==> config.mk <==
export PLATFORM = sky130hd
export DESIGN_NAME = pc_sequencer
export DESIGN_NICKNAME = d
export VERILOG_FILES = /design/src/rtl/gumnut_pkg.sv /design/src/rtl/stk_depth_ctr.sv /design/src/rtl/pc_sequencer.sv
export SDC_FILE = /design/constraint.sdc
export NUM_CORES = 1
export LEC_CHECK = 0
export BUFFER_PORTS_ARGS = -buffer_cell sky130_fd_sc_hd__buf_2
export CAP_MARGIN = 20
export CORE_UTILIZATION = 26
export CTS_CLUSTER_DIAMETER = 30
export DETAILED_ROUTE_END_ITERATION = 7
export MAX_ROUTING_LAYER = met4
export PLACE_DENSITY = 0.51
export SLEW_MARGIN = 30
export SYNTH_ARGS = -nofsm -noshare
export SYNTH_HDL_FRONTEND = slang
export SYNTH_SLANG_ARGS = --single-unit
==> constraint.sdc <==
create_clock -name clk -period 2.2 [get_ports clk]
set_clock_uncertainty 0.05 [all_clocks]
set_input_delay 0 -clock clk [delete_from_list [all_inputs] [get_ports clk]]
set_output_delay 0 -clock clk [all_outputs]
set_load 0.005 [all_outputs]
==> src/rtl/gumnut_pkg.sv <==
// Shared types and defaults for the Gumnut program-counter sequencer.
package gumnut_pkg;

  typedef logic [11:0] addr_t;

  typedef enum logic [1:0] {
    S_FETCH = 2'd0,
    S_EXEC  = 2'd1,
    S_RET   = 2'd2,
    S_INT   = 2'd3
  } state_t;

  localparam addr_t DEF_RESET_VEC = 12'h000;
  localparam addr_t DEF_INT_VEC   = 12'h001;

  // Return-address stack depth tracked by the sequencer.
  localparam logic [3:0] STK_MAX = 4'd8;

  // Sequential successor; wraps 12'hFFF -> 12'h000.
  function automatic addr_t pc_inc(input addr_t pc);
    return pc + 12'd1;
  endfunction

endpackage

==> src/rtl/stk_depth_ctr.sv <==
// Shadow depth counter for the external return-address stack.
// Saturates at 0 and STK_MAX; any push at full or pop at empty latches err_o.
module stk_depth_ctr
  import gumnut_pkg::*;
(
  input  logic clk,
  input  logic rst_n,
  input  logic cen_i,
  input  logic push_i,
  input  logic pop_i,
  output logic err_o
);

  logic [3:0] depth_q, depth_d;
  logic       err_q, err_d;

  // Next depth with saturation; the error flag is sticky until reset.
  always_comb begin
    depth_d = depth_q;
    err_d   = err_q;
    if (push_i) begin
      if (depth_q == STK_MAX) err_d = 1'b1;
      else                    depth_d = depth_q + 4'd1;
    end else if (pop_i) begin
      if (depth_q == 4'd0) err_d = 1'b1;
      else                 depth_d = depth_q - 4'd1;
    end
  end

  // Depth and error registers, advanced only on enabled cycles.
  always_ff @(posedge clk or negedge rst_n) begin
    if (!rst_n) begin
      depth_q <= 4'd0;
      err_q   <= 1'b0;
    end else if (cen_i) begin
      depth_q <= depth_d;
      err_q   <= err_d;
    end
  end

  assign err_o = err_q;

endmodule

==> src/rtl/pc_sequencer.sv <==
// Program-counter sequencer: fetch/execute control flow, call/return and
// single-level interrupt entry for the Gumnut core.
//
// state   | meaning
// S_FETCH | inst_req_o high, waiting for inst_ack_i
// S_EXEC  | resolve next PC (held while stall_i)
// S_RET   | stk_pop_o high, load popped address from stk_pc_i
// S_INT   | int_ack_o high, enter INT_VEC with interrupts disabled
//
// Strobes are registered: they are high during the cycle after the
// S_EXEC decision, so stk_pc_o is registered alongside stk_push_o.
// A ret instruction never takes an interrupt; its next PC is only known
// in S_RET.
module pc_sequencer
  import gumnut_pkg::*;
#(
  parameter logic [11:0] RESET_VEC = DEF_RESET_VEC,
  parameter logic [11:0] INT_VEC   = DEF_INT_VEC
) (
  input  logic        clk,
  input  logic        rst_n,
  input  logic        cen_i,
  input  logic        inst_ack_i,
  input  logic        stall_i,
  input  logic        jmp_i,
  input  logic        jsb_i,
  input  logic        ret_i,
  input  logic        reti_i,
  input  logic        br_taken_i,
  input  logic        enai_i,
  input  logic        disi_i,
  input  logic [11:0] target_i,
  input  logic        int_req_i,
  input  logic [11:0] stk_pc_i,
  output logic [11:0] pc_o,
  output logic        inst_req_o,
  output logic        stk_push_o,
  output logic        stk_pop_o,
  output logic [11:0] stk_pc_o,
  output logic        int_ack_o,
  output logic        stk_err_o
);

  state_t state_q, state_d;
  addr_t  pc_q, pc_d;
  addr_t  saved_pc_q, saved_pc_d;
  addr_t  stk_pc_q, stk_pc_d;
  logic   int_en_q, int_en_d;
  logic   push_q, push_d;
  logic   pop_q, pop_d;
  logic   ack_q, ack_d;
  addr_t  next_pc;
  logic   int_take;

  // Next-state, next-PC and strobe decisions for the enabled edge.
  always_comb begin
    state_d    = state_q;
    pc_d       = pc_q;
    saved_pc_d = saved_pc_q;
    stk_pc_d   = stk_pc_q;
    int_en_d   = int_en_q;
    push_d     = 1'b0;
    pop_d      = 1'b0;
    ack_d      = 1'b0;
    next_pc    = pc_inc(pc_q);
    int_take   = 1'b0;
    case (state_q)
      S_FETCH: if (inst_ack_i) state_d = S_EXEC;
      S_EXEC: begin
        if (!stall_i) begin
          if (reti_i) begin
            next_pc = saved_pc_q;
          end else if (ret_i) begin
            pop_d = 1'b1;
          end else if (jsb_i) begin
            push_d   = 1'b1;
            stk_pc_d = pc_inc(pc_q);
            next_pc  = target_i;
          end else if (jmp_i || br_taken_i) begin
            next_pc = target_i;
          end
          if (reti_i || enai_i) int_en_d = 1'b1;
          if (disi_i)           int_en_d = 1'b0;
          int_take = int_en_q && int_req_i && !reti_i && !enai_i && !pop_d;
          if (pop_d) begin
            state_d = S_RET;
          end else if (int_take) begin
            saved_pc_d = next_pc;
            pc_d       = next_pc;
            ack_d      = 1'b1;
            state_d    = S_INT;
          end else begin
            pc_d    = next_pc;
            state_d = S_FETCH;
          end
        end
      end
      S_RET: begin
        pc_d    = stk_pc_i;
        state_d = S_FETCH;
      end
      S_INT: begin
        int_en_d = 1'b0;
        pc_d     = INT_VEC;
        state_d  = S_FETCH;
      end
      default: state_d = S_FETCH;
    endcase
  end

  // FSM and registered outputs; everything holds while cen_i is low.
  always_ff @(posedge clk or negedge rst_n) begin
    if (!rst_n) begin
      state_q    <= S_FETCH;
      pc_q       <= RESET_VEC;
      saved_pc_q <= 12'h000;
      stk_pc_q   <= 12'h000;
      int_en_q   <= 1'b0;
      push_q     <= 1'b0;
      pop_q      <= 1'b0;
      ack_q      <= 1'b0;
    end else if (cen_i) begin
      state_q    <= state_d;
      pc_q       <= pc_d;
      saved_pc_q <= saved_pc_d;
      stk_pc_q   <= stk_pc_d;
      int_en_q   <= int_en_d;
      push_q     <= push_d;
      pop_q      <= pop_d;
      ack_q      <= ack_d;
    end
  end

  stk_depth_ctr u_depth (
    .clk    (clk),
    .rst_n  (rst_n),
    .cen_i  (cen_i),
    .push_i (push_d),
    .pop_i  (pop_d),
    .err_o  (stk_err_o)
  );

  assign pc_o       = pc_q;
  assign inst_req_o = (state_q == S_FETCH);
  assign stk_push_o = push_q;
  assign stk_pop_o  = pop_q;
  assign stk_pc_o   = stk_pc_q;
  assign int_ack_o  = ack_q;

endmodule

==> impl_metrics.yaml <==
pwr:
  p_total_mw: 3.39
  ir_drop_uv: 386
  power.internal_mw: 2.11
  p_clk_share_pct: 17.5
  p_sw_mw: 1.28
  powerDensity_nw_per_um2: 997
  combinationalPowerShare_pct: 38.7
  p_seq_share_pct: 43.8
  p_sw_share_pct: 37.8
  power.leakage_nw: 1.60
critical_path:
  cp-start-kind: "flop"
  worstSetupPathType: "reg -> reg"
  worstPathRequired_ns: 2.35
  arrival_ns: 2.27
  cp_max_fo: 3
  crit_path_end_kind: "flop"
layout:
  fin_cells: 494
  num-fill-cells: 1042
  antennaDiodeCount: 0
  syn_to_final_growth_pct: 29.3
  nets: 401
  final_util_pct: 34.7
  multi_input_area_um2: 1330
  layout-drive-gt1-share_pct: 29.4
  regArea_um2: 1180
  postLayoutCellArea_um2: 3390
clocking:
  clock-sinks: 47
  cts_root_buf: "clkbuf_8"
  cts_tree: "built"
  numCtsBuffers: 5
  path_clk_slew_ns: 0.09
  insertion_delay_ns: 0.30
  cts.htree.levels: 2
  clock_path_buffers: 2
drt:
  vias: 2385
  drtAntennaViolNets: 0
  avgRoutedWirePerCell_um: 16.0
  routed_via_density: 4.83
  first_pass_iters: 4
  drt_iter0_drc: 165
  drc: 0
  wirelength_mm: 7.91
timing:
  setup_tns_ns: 0
  finalCriticalPeriod_ns: 2.13
  slew_headroom_pct: 67.3
  worst_slew_pin_slew_ns: 0.487
  finalMaxSlewViolations: 0
  timing.fmax_ghz: 0.471
  fin_crit_sh_pct: 96.6
  finalSetupViolCount: 0
  setup_ws_ns: 0.0746
  holdWs_ns: 0.0156
  hold_viol: 0
global_route:
  first_global_vias: 2320
  overflow: 0
  grt_max_degree: 48
  busiest_layer: "met2"
  grt_pass1_wl_mm: 12.6
  grtUsageMet3_pct: 2.87
  use_met1_pct: 21.8
  grt_use_met2_pct: 25.8
  globalRouteTotalUtil_pct: 16.5
  antenna_found_initial: 0
die:
  io_pins: 66
  die_area_um2: 10500
  core.rowCount: 36
  start_util_pct: 26.9
  dieHeight_um: 102
  chipWidth_um: 102
  coreArea_um2: 9770
synth:
  yosysTopAreaCell: "dfrtp_1"
  synth_nets: 319
  ys_seq_area_share_pct: 44.8
  synth_area_leaders: "dfrtp_1, o21ai_0, nand2_1"
  synth.avg_cell_area_um2: 9.44
  yosysMostFrequentCell: "dfrtp_1"
  synth-seq-cells: 47
  async_reset_ff_share_pct: 100
  ys_types: 58
  yosysWarnings: 0
  syn_inst: 278
  synth_edf_count: 0
  synth_top_area_share_pct: 44.8
  yosys_most_used_dff: "dfrtp_1"
  ys_top_cells_by_count: "dfrtp_1, nand2_1, o21ai_0"
  syn_area_um2: 2630
placed_design:
  hpwl_mm: 5.56
  pre_cts_ws_ns: 0.0670
  port_buffers: 65
  dp_cells: 471
  place_area_um2: 3140
  place_congestion: 0.770
status:
  status: "finished clean"
min_path:
  hp-class: "in -> reg"
run:
  cap_violations: 0
## kinds of logic (layout without fill, tap and decap cells)
logic type                 Yosys count  in the layout  synth area share (%)
AOI/OAI and AO/OA                   88             88                  22.1
and+or+nand+nor                     88             88                  17.4
DFF                                 47             47                  44.8
buffers and inverters               29            112                  4.86
muxes                               13             13                  5.58
xor gates and xnor gates             9              9                  3.00
adders and majority gates            4              4                  2.19
## layout make-up
class	count	share of cell area (%)
sequential	47	34.6
timing repair buffer	93	17.0
clock buffer	8	2.95
tap	133	4.90
multi-input combinational	202	39.3
inverter	11	1.22
## repair_timing
item,4_1_cts,5_1_grt
setup buffers,0,3
setup endpoints to repair,0,1
hold buffers,12,0
hold endpoints to repair,57,0
gates resized for setup,0,3
## per-layer routing
layer | part of all wire, % | wire length (um)
met5 | 0 | 0
met4 | 1.0 | 80
met3 | 5.8 | 461
met2 | 47 | 3700
met1 | 46 | 3670
## cells in the final DEF (no fill, tap or decap), types with 6 or more instances in the layout
master,netlist,routed
a21o_1,6,6
a21oi_1,17,16
buf_2,3,65
buf_4,0,15
clkbuf_8,0,7
dfrtp_1,47,47
dlygate4sd3_1,0,12
inv_1,11,10
nand2_1,26,26
nor2_1,19,19
nor3_1,12,12
o21ai_0,25,25
## registers in the layout, indices dropped and copies added, names as in the netlist
| name | count |
|---|---|
| int_en_q | 1 |
| saved_pc_q | 12 |
| pc_o | 12 |
| int_ack_o | 1 |
| u_depth.err_o | 1 |
| u_depth.depth_q | 4 |
| stk_pop_o | 1 |
| state_q | 2 |
| stk_push_o | 1 |
| stk_pc_o | 12 |
## critical path, cell delays in order (launching register included)
cell,delay (ns)
dfrtp_1,0.36
nor2b_4,0.14
and4b_1,0.23
inv_2,0.06
ha_1,0.29
a21o_1,0.19
a21oi_2,0.14
mux2i_1,0.24
a31oi_1,0.11
a41o_1,0.21
## power by group through the flow
stage	combinational, mW	clock [mW]	sequential (mW)
2_1_floorplan	0.774	0	1.45
3_3_place_gp	1.27	0	1.49
3_5_place_dp	1.28	0	1.50
4_1_cts	1.30	0.616	1.48
5_1_grt	1.47	0.643	1.53
6_report	1.31	0.593	1.48
## path summary, 6_finish.rpt
check,from,to,slack [ns],depth (start not counted)
max,state_q[0],u_depth.depth_q[3],0.07,9
min reg2reg,u_depth.err_o,u_depth.err_o,0.42,1
min in group asynchronous,rst_n,u_depth.err_o,0.16,3
max reg2reg,state_q[0],u_depth.depth_q[3],0.07,9
min,stk_pc_i[4],pc_o[4],0.02,3
max in group asynchronous,rst_n,stk_pc_o[11],1.71,3
Note: power is estimated with default switching activity, not from simulation.
